[src/rtl/clkdiv_seq_ctrl_if.sv]
// Control/status bundle between board registers, the /2-/4-/8 divider and its sequencer.
// Signal names follow the board-level pin names.
interface clkdiv_seq_ctrl_if;
  logic       START;
  logic       STOP;
  logic [1:0] SEL;
  logic       DIV_FB;
  logic       MR;
  logic       EN_;
  logic [1:0] DIV_SEL;
  logic       BUSY;
  logic       LOCKED;
  logic       ERR;
  logic [1:0] ERR_CODE;

  modport slave (
    input  START, STOP, SEL, DIV_FB,
    output MR, EN_, DIV_SEL, BUSY, LOCKED, ERR, ERR_CODE
  );

  modport master (
    output START, STOP, SEL, DIV_FB,
    input  MR, EN_, DIV_SEL, BUSY, LOCKED, ERR, ERR_CODE
  );
endinterface

[src/rtl/clkdiv_seq_ctrl.sv]
// Reset/enable sequencer for the ECL clock divider: drives MR/EN_, selects the ratio,
// then checks the fed-back divided clock edge count per window and reports lock or error.
module clkdiv_seq_ctrl #(
  parameter int MR_CYCLES     = 4,
  parameter int SETTLE_CYCLES = 8,
  parameter int WINDOW        = 64,
  parameter int TOL           = 1
) (
  input  logic CLK,
  input  logic RST_,
  clkdiv_seq_ctrl_if.slave bus
);
  localparam int WW = $clog2(WINDOW);
  localparam int CW = WW + 1;
  localparam int PW = $clog2(MR_CYCLES > SETTLE_CYCLES ? MR_CYCLES : SETTLE_CYCLES) + 1;

  typedef enum logic [2:0] {
    S_IDLE, S_MRST, S_SETTLE, S_CHECK, S_LOCK, S_ERROR
  } state_e;

  state_e        state_q, state_d;
  logic [PW-1:0] ph_q, ph_d;
  logic [WW-1:0] win_q, win_d;
  logic [CW-1:0] edge_q, edge_d;
  logic [2:0]    sync_q, sync_d;
  logic [1:0]    div_sel_q, div_sel_d;
  logic [1:0]    err_code_q, err_code_d;
  logic          mr_q, mr_d, en_n_q, en_n_d, busy_q, busy_d;
  logic          locked_q, locked_d, err_q, err_d;

  logic          rise;
  logic [CW-1:0] edge_inc, exp_cnt, diff;
  logic          win_end, in_tol;

  always_ff @(posedge CLK or negedge RST_) begin
    if (!RST_) begin
      state_q    <= S_IDLE;
      ph_q       <= '0;
      win_q      <= '0;
      edge_q     <= '0;
      sync_q     <= '0;
      div_sel_q  <= '0;
      err_code_q <= '0;
      mr_q       <= 1'b1;
      en_n_q     <= 1'b1;
      busy_q     <= 1'b0;
      locked_q   <= 1'b0;
      err_q      <= 1'b0;
    end else begin
      state_q    <= state_d;
      ph_q       <= ph_d;
      win_q      <= win_d;
      edge_q     <= edge_d;
      sync_q     <= sync_d;
      div_sel_q  <= div_sel_d;
      err_code_q <= err_code_d;
      mr_q       <= mr_d;
      en_n_q     <= en_n_d;
      busy_q     <= busy_d;
      locked_q   <= locked_d;
      err_q      <= err_d;
    end
  end

  // sync_q[1] is the last synchronizer stage, sync_q[2] the edge-detect delay.
  always_comb begin
    sync_d   = {sync_q[1:0], bus.DIV_FB};
    rise     = sync_q[1] & ~sync_q[2];
    edge_inc = (&edge_q) ? edge_q : edge_q + CW'(rise);
    win_end  = (win_q == WW'(WINDOW - 1));
    exp_cnt  = CW'(WINDOW >> ({1'b0, div_sel_q} + 3'd1));
    diff     = (edge_inc >= exp_cnt) ? edge_inc - exp_cnt : exp_cnt - edge_inc;
    in_tol   = (diff <= CW'(TOL));

    state_d    = state_q;
    ph_d       = ph_q;
    win_d      = win_q;
    edge_d     = edge_q;
    div_sel_d  = div_sel_q;
    err_code_d = err_code_q;

    if (bus.STOP) begin
      state_d    = S_IDLE;
      err_code_d = 2'd0;
    end else begin
      case (state_q)
        S_IDLE, S_ERROR: begin
          if (bus.START) begin
            div_sel_d = bus.SEL;
            ph_d      = '0;
            if (bus.SEL == 2'd3) begin
              state_d    = S_ERROR;
              err_code_d = 2'd1;
            end else begin
              state_d    = S_MRST;
              err_code_d = 2'd0;
            end
          end
        end
        S_MRST: begin
          if (ph_q == PW'(MR_CYCLES - 1)) begin
            state_d = S_SETTLE;
            ph_d    = '0;
          end else begin
            ph_d = ph_q + 1'b1;
          end
        end
        S_SETTLE: begin
          win_d  = '0;
          edge_d = '0;
          if (ph_q == PW'(SETTLE_CYCLES - 1)) state_d = S_CHECK;
          else                                ph_d    = ph_q + 1'b1;
        end
        S_CHECK, S_LOCK: begin
          // Window counter is exactly WW bits, so it wraps to 0 on its own.
          win_d  = win_q + 1'b1;
          edge_d = edge_inc;
          if (win_end) begin
            edge_d = '0;
            if (in_tol) begin
              state_d = S_LOCK;
            end else begin
              state_d    = S_ERROR;
              err_code_d = 2'd2;
            end
          end
        end
        default: state_d = S_IDLE;
      endcase
    end
  end

  // Outputs are decoded from the next state so they change on the entering edge.
  always_comb begin
    mr_d     = 1'b1;
    en_n_d   = 1'b1;
    busy_d   = 1'b0;
    locked_d = 1'b0;
    err_d    = 1'b0;
    case (state_d)
      S_MRST:   busy_d = 1'b1;
      S_SETTLE: begin mr_d = 1'b0; busy_d = 1'b1; end
      S_CHECK:  begin mr_d = 1'b0; en_n_d = 1'b0; busy_d = 1'b1; end
      S_LOCK:   begin mr_d = 1'b0; en_n_d = 1'b0; locked_d = 1'b1; end
      S_ERROR:  err_d = 1'b1;
      default:  ;
    endcase
  end

  assign bus.MR       = mr_q;
  assign bus.EN_      = en_n_q;
  assign bus.DIV_SEL  = div_sel_q;
  assign bus.BUSY     = busy_q;
  assign bus.LOCKED   = locked_q;
  assign bus.ERR      = err_q;
  assign bus.ERR_CODE = err_code_q;
endmodule
[src/flat_wrapper.sv]
// flat-port wrapper written by rule: the top's interface ports become plain ports
module clkdiv_seq_ctrl_flat 
#(
  parameter int MR_CYCLES     = 4,
  parameter int SETTLE_CYCLES = 8,
  parameter int WINDOW        = 64,
  parameter int TOL           = 1
)
  (CLK, RST_, bus_START, bus_STOP, bus_SEL, bus_DIV_FB, bus_MR, bus_EN_, bus_DIV_SEL, bus_BUSY, bus_LOCKED, bus_ERR, bus_ERR_CODE);
  clkdiv_seq_ctrl_if bus_i ();
  input  logic CLK;
  input  logic RST_;
  input wire logic [$bits(bus_i.START)-1:0] bus_START;
  input wire logic [$bits(bus_i.STOP)-1:0] bus_STOP;
  input wire logic [$bits(bus_i.SEL)-1:0] bus_SEL;
  input wire logic [$bits(bus_i.DIV_FB)-1:0] bus_DIV_FB;
  output wire logic [$bits(bus_i.MR)-1:0] bus_MR;
  output wire logic [$bits(bus_i.EN_)-1:0] bus_EN_;
  output wire logic [$bits(bus_i.DIV_SEL)-1:0] bus_DIV_SEL;
  output wire logic [$bits(bus_i.BUSY)-1:0] bus_BUSY;
  output wire logic [$bits(bus_i.LOCKED)-1:0] bus_LOCKED;
  output wire logic [$bits(bus_i.ERR)-1:0] bus_ERR;
  output wire logic [$bits(bus_i.ERR_CODE)-1:0] bus_ERR_CODE;
  assign bus_i.START = bus_START;
  assign bus_i.STOP = bus_STOP;
  assign bus_i.SEL = bus_SEL;
  assign bus_i.DIV_FB = bus_DIV_FB;
  assign bus_MR = bus_i.MR;
  assign bus_EN_ = bus_i.EN_;
  assign bus_DIV_SEL = bus_i.DIV_SEL;
  assign bus_BUSY = bus_i.BUSY;
  assign bus_LOCKED = bus_i.LOCKED;
  assign bus_ERR = bus_i.ERR;
  assign bus_ERR_CODE = bus_i.ERR_CODE;
  clkdiv_seq_ctrl #(.MR_CYCLES(MR_CYCLES), .SETTLE_CYCLES(SETTLE_CYCLES), .WINDOW(WINDOW), .TOL(TOL)) u_core (.CLK(CLK), .RST_(RST_), .bus(bus_i));
endmodule
[config.mk]
export PLATFORM = sky130hd
export DESIGN_NAME = clkdiv_seq_ctrl_flat
export DESIGN_NICKNAME = d
export VERILOG_FILES = /design/src/rtl/clkdiv_seq_ctrl_if.sv /design/src/rtl/clkdiv_seq_ctrl.sv /design/src/flat_wrapper.sv
export SDC_FILE = /design/constraint.sdc
export NUM_CORES = 1
export LEC_CHECK = 0
export ABC_AREA = 1
export CORE_MARGIN = 2
export CORE_UTILIZATION = 30
export DETAILED_ROUTE_END_ITERATION = 16
export DONT_BUFFER_PORTS = 1
export PLACE_DENSITY = 0.56
export SETUP_SLACK_MARGIN = 0.3
export SLEW_MARGIN = 30
export SYNTH_ARGS = -nofsm -noshare
export SYNTH_HDL_FRONTEND = slang
export SYNTH_SLANG_ARGS = --single-unit
[constraint.sdc]
create_clock -name CLK -period 2.6 [get_ports CLK]
set_clock_uncertainty 0.1 [all_clocks]
set_input_delay 0.13 -clock CLK [delete_from_list [all_inputs] [get_ports CLK]]
set_output_delay 0.13 -clock CLK [all_outputs]
set_load 0.02 [all_outputs]
==> results.sh, run 1 <==
export IMPL_status="finished with violations"
export IMPL_failed_checks="negative setup slack"
export IMPL_final_sum_of_negative_setup_slack_ps=-2430
export IMPL_static_leakage_power_uw=0.00144
export IMPL_post_layout_nonfiller_instances=446
export IMPL_numPortBuffers=0
export IMPL_worstSkewPairLatency_ps=290
export IMPL_routed_vias=1995
export IMPL_synth_compound_gate_area_share_pct=12.0
export IMPL_cp_cell_sequence="nor2_2 -> ha_2 -> ha_4 -> nand2_2 -> nand2_2 -> nand3_4 -> ha_4 -> buf_4 -> buf_4 -> a21oi_1 -> o21ai_0 -> xor2_1 -> nand2_1 -> nand2_1 -> nand4_1 -> nand2_2 -> nand2_4 -> nand2_4 -> a21oi_2"
export IMPL_count_of_placed_standard_cells_including_taps=426
export IMPL_cts_inserted_buffers=5
export IMPL_cts_max_level=2
export IMPL_syn_inst_count=299
export IMPL_post_synthesis_sequential_area_ratio_pct=37.7
export IMPL_largest_net_degree_at_the_start_of_global_routing=33
export IMPL_drt_iter0_drc=86
export IMPL_gp_congestion=0.861
export IMPL_diodes_inserted=0
export IMPL_crit_fanout=4
export IMPL_grt_total_usage_pct=15.2
export IMPL_timing_final_crit_share_pct=114
export IMPL_post_route_drc_count=0
export IMPL_worst_setup_path_start_kind="flip-flop"
export IMPL_power_sequential_fraction_pct=28.2
export IMPL_grt_pass1_wl_microns=9290
export IMPL_clockPowerShare_pct=15.8
export IMPL_timing_slew_headroom_pct=74.1
export IMPL_rsz0062_at_grt="yes"
export IMPL_power_density_nw_per_um2=883
export IMPL_layout_drive_gt1_share_pct=26.3
export IMPL_power_combinational_fraction_pct=56.1
export IMPL_critPathKind="flip-flop to flip-flop"
export IMPL_grt_pass1_vias=2144
export IMPL_yosys_area_top_type_share_pct=35.2
export IMPL_final_global_route_overflow_total=0
export IMPL_post_synth_instance_area_sq_um=2130
export IMPL_netlist_top_cells_area="dfrtp_1 (35%), nand2_1 (12%), inv_1 (11%), ha_1 (7.6%), a21oi_1 (4.5%)"
export IMPL_timing_critical_path_mode_cell="nand2_2"
export IMPL_synth_lib_cells_used_distinct=27
export IMPL_core_rowCount=30
export IMPL_cp_slowest_cell="dfrtp_1"
export IMPL_cts_buffer_depth=2
export IMPL_arrival_time_at_the_worst_endpoint_ps=3020
export IMPL_layout_min_cycle_time_ps=2950
export IMPL_antenna_violating_nets_post_route=0
export IMPL_cts_root_buf="clkbuf_8"
export IMPL_synth_fa_ha_area_share_pct=7.62
export IMPL_leading_cell_type_in_the_layout_fill_and_taps_excluded="nand2_1"
export IMPL_synth_mux_area_fraction_pct=0
export IMPL_dieWidth_microns=88.3
export IMPL_finalHoldViolations=0
export IMPL_cts_sinks=32
export IMPL_flow_area_growth_from_synthesis_pct=33.9
export IMPL_critPathCaptureType="flip-flop"
export IMPL_effective_utilization_at_floorplan_pct=31.2
export IMPL_max_cap_violations=0
export IMPL_tightestPinTransition_ps=385
export IMPL_finalNetCount=369
export IMPL_area_share_of_xor_xnor_cells_in_the_synthesized_design_pct=2.87
export IMPL_slowest_delay_ps=380
export IMPL_syn_mean_instance_area_sq_um=7.13
export IMPL_yosys_warnings=0
export IMPL_floorplan_die_height_microns=88.3
export IMPL_wl_per_cell_microns=12.0
export IMPL_io_pins=16
export IMPL_syn_num_nets=319
export IMPL_dp_final_hpwl_microns=4110
export IMPL_detail_route_wirelength_microns=5340
export IMPL_worst_ir_drop_on_vdd_mv=0.333
export IMPL_netSwitchingFraction_pct=43.7
export IMPL_post_synth_and_or_nand_nor_area_fraction_pct=29.1
export IMPL_finalMaxSlewViolations=0
export IMPL_yosysTopAreaCell="dfrtp_1"
export IMPL_cts_tree="yes"
export IMPL_number_of_antenna_violations_at_the_first_check_in_global_routing=0
export IMPL_p_switching_uw=1100
export IMPL_post_route_worst_setup_slack_ps=-353
export IMPL_path_clk_slew_ps=70
export IMPL_postSynthRegisterBits=32
export IMPL_vias_per_cell=4.47
export IMPL_min_path_type="input port to flip-flop"
export IMPL_detailedRoute_firstPassIterationCount=4
export IMPL_fmaxAchievable_mhz=339
export IMPL_internal_power_uw=1420
export IMPL_cell_family_contributing_the_most_delay_on_the_critical_path="simple AND/OR/NAND/NOR gates"
export IMPL_buffers_and_inverters_on_the_worst_path=2
export IMPL_finalSetupViolations=8
export IMPL_largest_family_of_logic_cells_by_synthesized_area="simple AND/OR/NAND/NOR gates"
export IMPL_design_core_area_sq_um=6830
export IMPL_cp_required_ps=2670
export IMPL_design_die_area_sq_um=7800
export IMPL_mostFrequentLayoutCells="nand2_1 (60), inv_1 (55), buf_4 (37)"
worst paths after layout:
check                           cells past startpoint             start           endpoint  slack, ps
worst max-delay path                               19  u_core.sync_q[2]    u_core.bus.BUSY       -350
worst min-delay path                                3          bus_STOP    u_core.win_q[4]         10
worst max register to register                     19  u_core.sync_q[2]    u_core.bus.BUSY       -350
worst min register to register                      0  u_core.sync_q[0]   u_core.sync_q[1]        260
max in group asynchronous                           2              RST_     u_core.bus.EN_       1970
min in group asynchronous                           2              RST_  u_core.bus.LOCKED        200
cells in the mapped netlist (all sizes together):
library cell,instances
a21o,1
o21bai,3
nor3,7
or2,1
nor4,1
xor2,5
a21oi,19
a22o,1
inv,61
nand2,71
xnor2,2
o21a,1
o22ai,3
dfstp,2
dfrtp,30
nor2,32
nor3b,1
ha,13
o21ai,19
nand4,6
nand3,20
kinds of logic (layout without fill, tap and decap cells):
logic type / after synthesis / after routing
and+or+nand+nor: 139 / 139
buffers and inverters: 61 / 112
AOI/OAI and AO/OA: 47 / 47
DFF: 32 / 32
adders and majority gates: 13 / 13
xor gates and xnor gates: 7 / 7
layer usage:
metal	GRT usage, %	part of all wire (%)	up-vias
met3	4.01	4.4	9
met4	4.13	1.6	0
li1	-	-	1043
met5	0	0	-
met2	27.8	50	34
met1	17.4	44	909
power by group through the flow:
stage	Sequential, uW	Combinational, uW	Clock (uW)
floorplan	709	902	0
global placement	716	1260	0
detailed placement	717	1270	0
CTS	710	1330	403
global route	727	1610	426
finish	711	1410	397
through the flow:
stage               total power (uW)  setup WS (ps)  utilization (%)  hold slack, ps  instance area [sq um]
floorplan                       1610         -0.848                -            -266                   2230
global placement                1980           -319             37.9            -265                   2590
detailed placement              1990           -369             37.9            -265                   2590
CTS                             2440           -288             40.7            22.7                   2780
global route                    2760           -551             41.8            57.5                   2860
finish                          2520           -353             41.8            14.2                   2860
repair_timing:
action,CTS,global route
gates resized for setup,6,15
pin swaps,3,15
hold endpoints to repair,41,0
buffers inserted,3,3
setup endpoints to repair,8,8
hold buffers,6,0
tightest hold or removal path: stages:
cell,delay (ps)
nor2_2,20
inv_1,120
o22ai_1,90
registers in the layout, indices dropped and copies added (netlist names), 2 cells and up:
signal	count
u_core.ph_q	4
u_core.sync_q	3
u_core.state_q	3
u_core.win_q	6
u_core.bus.ERR_CODE	2
u_core.edge_q	7
u_core.bus.DIV_SEL	2
layout make-up:
type                            count  area (sq um)
Clock buffer                        5          68.8
Multi-Input combinational cell    206          1270
Fill cell                         728          3980
Tap cell                           96           120
Clock inverter                      3          18.8
Sequential cell                    32           803
Inverter                           61           231
Timing Repair Buffer               43           348
No activity file was read; power rests on OpenSTA's default activity.
==> run 2: changes to the inputs <==
Settings changed: CTS_BUF_LIST from default to sky130_fd_sc_hd__clkbuf_8, PLACE_DENSITY 0.56 to default, PLACE_DENSITY_LB_ADDON from default to 0.12.
==> run 2 against run 1 <==
  * The run still ends with negative setup slack left
  * Die area stayed put
  * Worst hold slack better by 29 ps
  * Largest cell class unchanged
  * Register-to-register slack better by 70 ps
  * Critical endpoint is now u_core.bus.MR
==> results.sh, run 2 (same netlist as run 1, synthesis figures left out) <==
export IMPL_status="finished with violations"
export IMPL_failed_checks="negative setup slack"
export IMPL_timing_critical_path_from="u_core.sync_q[2]"
export IMPL_dp_final_hpwl_microns=4310
export IMPL_largest_net_degree_at_the_start_of_global_routing=33
export IMPL_totalPowerFinal_uw=2620
export IMPL_layout_drive_gt1_share_pct=28.0
export IMPL_cp_cell_sequence="nor2_2 -> ha_4 -> nand4_1 -> xor2_1 -> nand2_1 -> ha_4 -> nand2_4 -> nor3_4 -> nor2_4 -> inv_2 -> nor2_4 -> nor2_1 -> a21oi_2 -> nor2_2 -> nand4_1 -> nand2_2 -> nand2_4 -> o21ai_2 -> inv_1"
export IMPL_critPathCaptureType="flip-flop"
export IMPL_fillers=739
export IMPL_crit_reg2reg_capture="u_core.bus.MR"
export IMPL_rsz0062_at_grt="yes"
export IMPL_cts_root_buf="clkbuf_8"
export IMPL_cts_buffer_depth=2
export IMPL_wl_per_cell_microns=12.4
export IMPL_count_of_placed_standard_cells_including_taps=430
export IMPL_reg2reg_depth=19
export IMPL_finalHoldViolations=0
export IMPL_io_pins=16
export IMPL_leading_cell_type_in_the_layout_fill_and_taps_excluded="nand2_1"
export IMPL_gp_congestion=0.801
export IMPL_arrival_time_at_the_worst_endpoint_ps=3000
export IMPL_core_rowCount=30
export IMPL_max_cap_violations=0
export IMPL_diodes_inserted=0
export IMPL_flow_area_growth_from_synthesis_pct=35.7
export IMPL_path_clk_slew_ps=70
export IMPL_cell_family_contributing_the_most_delay_on_the_critical_path="simple AND/OR/NAND/NOR gates"
export IMPL_effective_utilization_at_floorplan_pct=31.2
export IMPL_placedInstanceArea_sq_um=2620
export IMPL_critPathKind="flip-flop to flip-flop"
export IMPL_dieWidth_microns=88.3
export IMPL_static_leakage_power_uw=0.00145
export IMPL_crit_fanout=5
export IMPL_layout_min_cycle_time_ps=2880
export IMPL_slowest_delay_ps=370
export IMPL_antenna_violating_nets_post_route=0
export IMPL_finalMaxSlewViolations=0
export IMPL_finalNetCount=372
export IMPL_cp_required_ps=2710
export IMPL_floorplan_die_height_microns=88.3
export IMPL_cts_tree="yes"
export IMPL_post_route_worst_setup_slack_ps=-281
export IMPL_timing_final_crit_share_pct=111
export IMPL_fmaxAchievable_mhz=347
export IMPL_critical_path_depth=19
export IMPL_detailedRoute_firstPassIterationCount=4
export IMPL_post_route_drc_count=0
export IMPL_routed_vias=2003
export IMPL_vias_per_cell=4.46
export IMPL_cts_max_level=2
export IMPL_largest_reg_flops=7
export IMPL_grt_total_usage_pct=15.7
export IMPL_detail_route_wirelength_microns=5570
export IMPL_final_cell_area_sq_um=2900
export IMPL_grt_pass1_vias=1940
export IMPL_worst_ir_drop_on_vdd_mv=0.287
export IMPL_power_density_nw_per_um2=906
export IMPL_design_core_area_sq_um=6830
export IMPL_worstSkewPairLatency_ps=280
export IMPL_grt_pass1_wl_microns=9360
export IMPL_worst_setup_path_start_kind="flip-flop"
export IMPL_buffers_and_inverters_on_the_worst_path=2
export IMPL_top_register="u_core.edge_q"
export IMPL_number_of_antenna_violations_at_the_first_check_in_global_routing=0
export IMPL_r2r_slack_ps=-280
export IMPL_reg_largest_list="u_core.edge_q x7, u_core.win_q x6, u_core.ph_q x4"
export IMPL_r2r_start="u_core.sync_q[2]"
export IMPL_post_layout_nonfiller_instances=449
export IMPL_min_path_type="input port to flip-flop"
export IMPL_cp_slowest_cell="dfrtp_1"
export IMPL_hold_ws_ps=43.2
export IMPL_setup_worst_path_end="u_core.bus.MR"
export IMPL_mostFrequentLayoutCells="nand2_1 (57), inv_1 (56), buf_4 (40)"
export IMPL_cts_sinks=32
export IMPL_timing_slew_headroom_pct=72.5
export IMPL_cts_inserted_buffers=5
export IMPL_design_die_area_sq_um=7800
export IMPL_numPortBuffers=0
export IMPL_tightestPinTransition_ps=409
export IMPL_finalSetupViolations=8
export IMPL_drt_iter0_drc=55
export IMPL_final_global_route_overflow_total=0
==> run 2: cell count changes in the layout (fill, tap and decap cells not counted), sizes merged <==
cell	delta
inv	+1
buf	+3
clkinv	-3
clkinvlp	+1
clkbuf	+1
==> run 2: worst register-to-register path: stages (launching register included) <==
cell	delay [ps]
dfrtp_1	370
nor2_2	150
ha_4	170
nand4_1	100
xor2_1	170
nand2_1	120
ha_4	310
nand2_4	60
nor3_4	210
nor2_4	60
inv_2	80
nor2_4	60
nor2_1	130
a21oi_2	50
nor2_2	140
nand4_1	130
nand2_2	110
nand2_4	70
o21ai_2	150
inv_1	50
==> run 2: worst min path at each step <==
| stage | startpoint | end | slack (ps) | cells after the start |
|---|---|---|---|---|
| final | bus_STOP | u_core.win_q[4] | 40 | 3 |
| after global routing | bus_STOP | u_core.win_q[2] | 40 | 3 |
| after CTS | bus_STOP | u_core.win_q[4] | 30 | 3 |
| after detailed placement | RST_ | u_core.bus.DIV_SEL[1] | -260 | 0 |
| after global placement | RST_ | u_core.bus.DIV_SEL[1] | -260 | 0 |
| after floorplan | RST_ | u_core.bus.BUSY | -270 | 0 |
==> run 2: what timing repair did <==
action | in CTS | in global routing
resized for setup | 9 | 16
hold endpoints to repair | 39 | 0
hold buffers | 6 | 0
setup endpoints to repair | 8 | 8
setup buffers | 4 | 1
pin swaps | 9 | 18
==> run 2: layout make-up <==
type / instances / area [sq um] / area share, %
Timing Repair Buffer: 46 / 370 / 12.8
Inverter: 61 / 229 / 7.91
Sequential cell: 32 / 803 / 27.7
Clock buffer: 6 / 82.6 / 2.85
Tap cell: 96 / 120 / 4.15
Multi-Input combinational cell: 206 / 1280 / 44.2
Clock inverter: 2 / 11.3 / 0.389
==> run 2: power by group <==
| part | leakage, uW | switching [uW] | internal (uW) |
|---|---|---|---|
| logic | 0.000995 | 825 | 679 |
| registers | 0.000411 | 115 | 601 |
| clock network | 0.0000486 | 193 | 211 |
| total | 0.00145 | 1130 | 1490 |
==> run 2: through the flow <==
stage | util (%) | setup WS [ps] | setup TNS, ps
final | 42.4 | -281 | -1720
after global routing | 42.4 | -492 | -3350
after CTS | 41.5 | -282 | -1780
after detailed placement | 38.3 | -338 | -2000
after global placement | 38.3 | -360 | -2070
after floorplan | - | -0.848 | -0.848
==> run 2: per-layer routing <==
metal | wire, microns | vias to the layer above | global-route usage, %
met5 | 0 | - | 0
met4 | 34 | 0 | 3.72
met3 | 192 | 4 | 4.10
met2 | 2760 | 23 | 26.5
met1 | 2580 | 920 | 20.1
li1 | - | 1056 | -
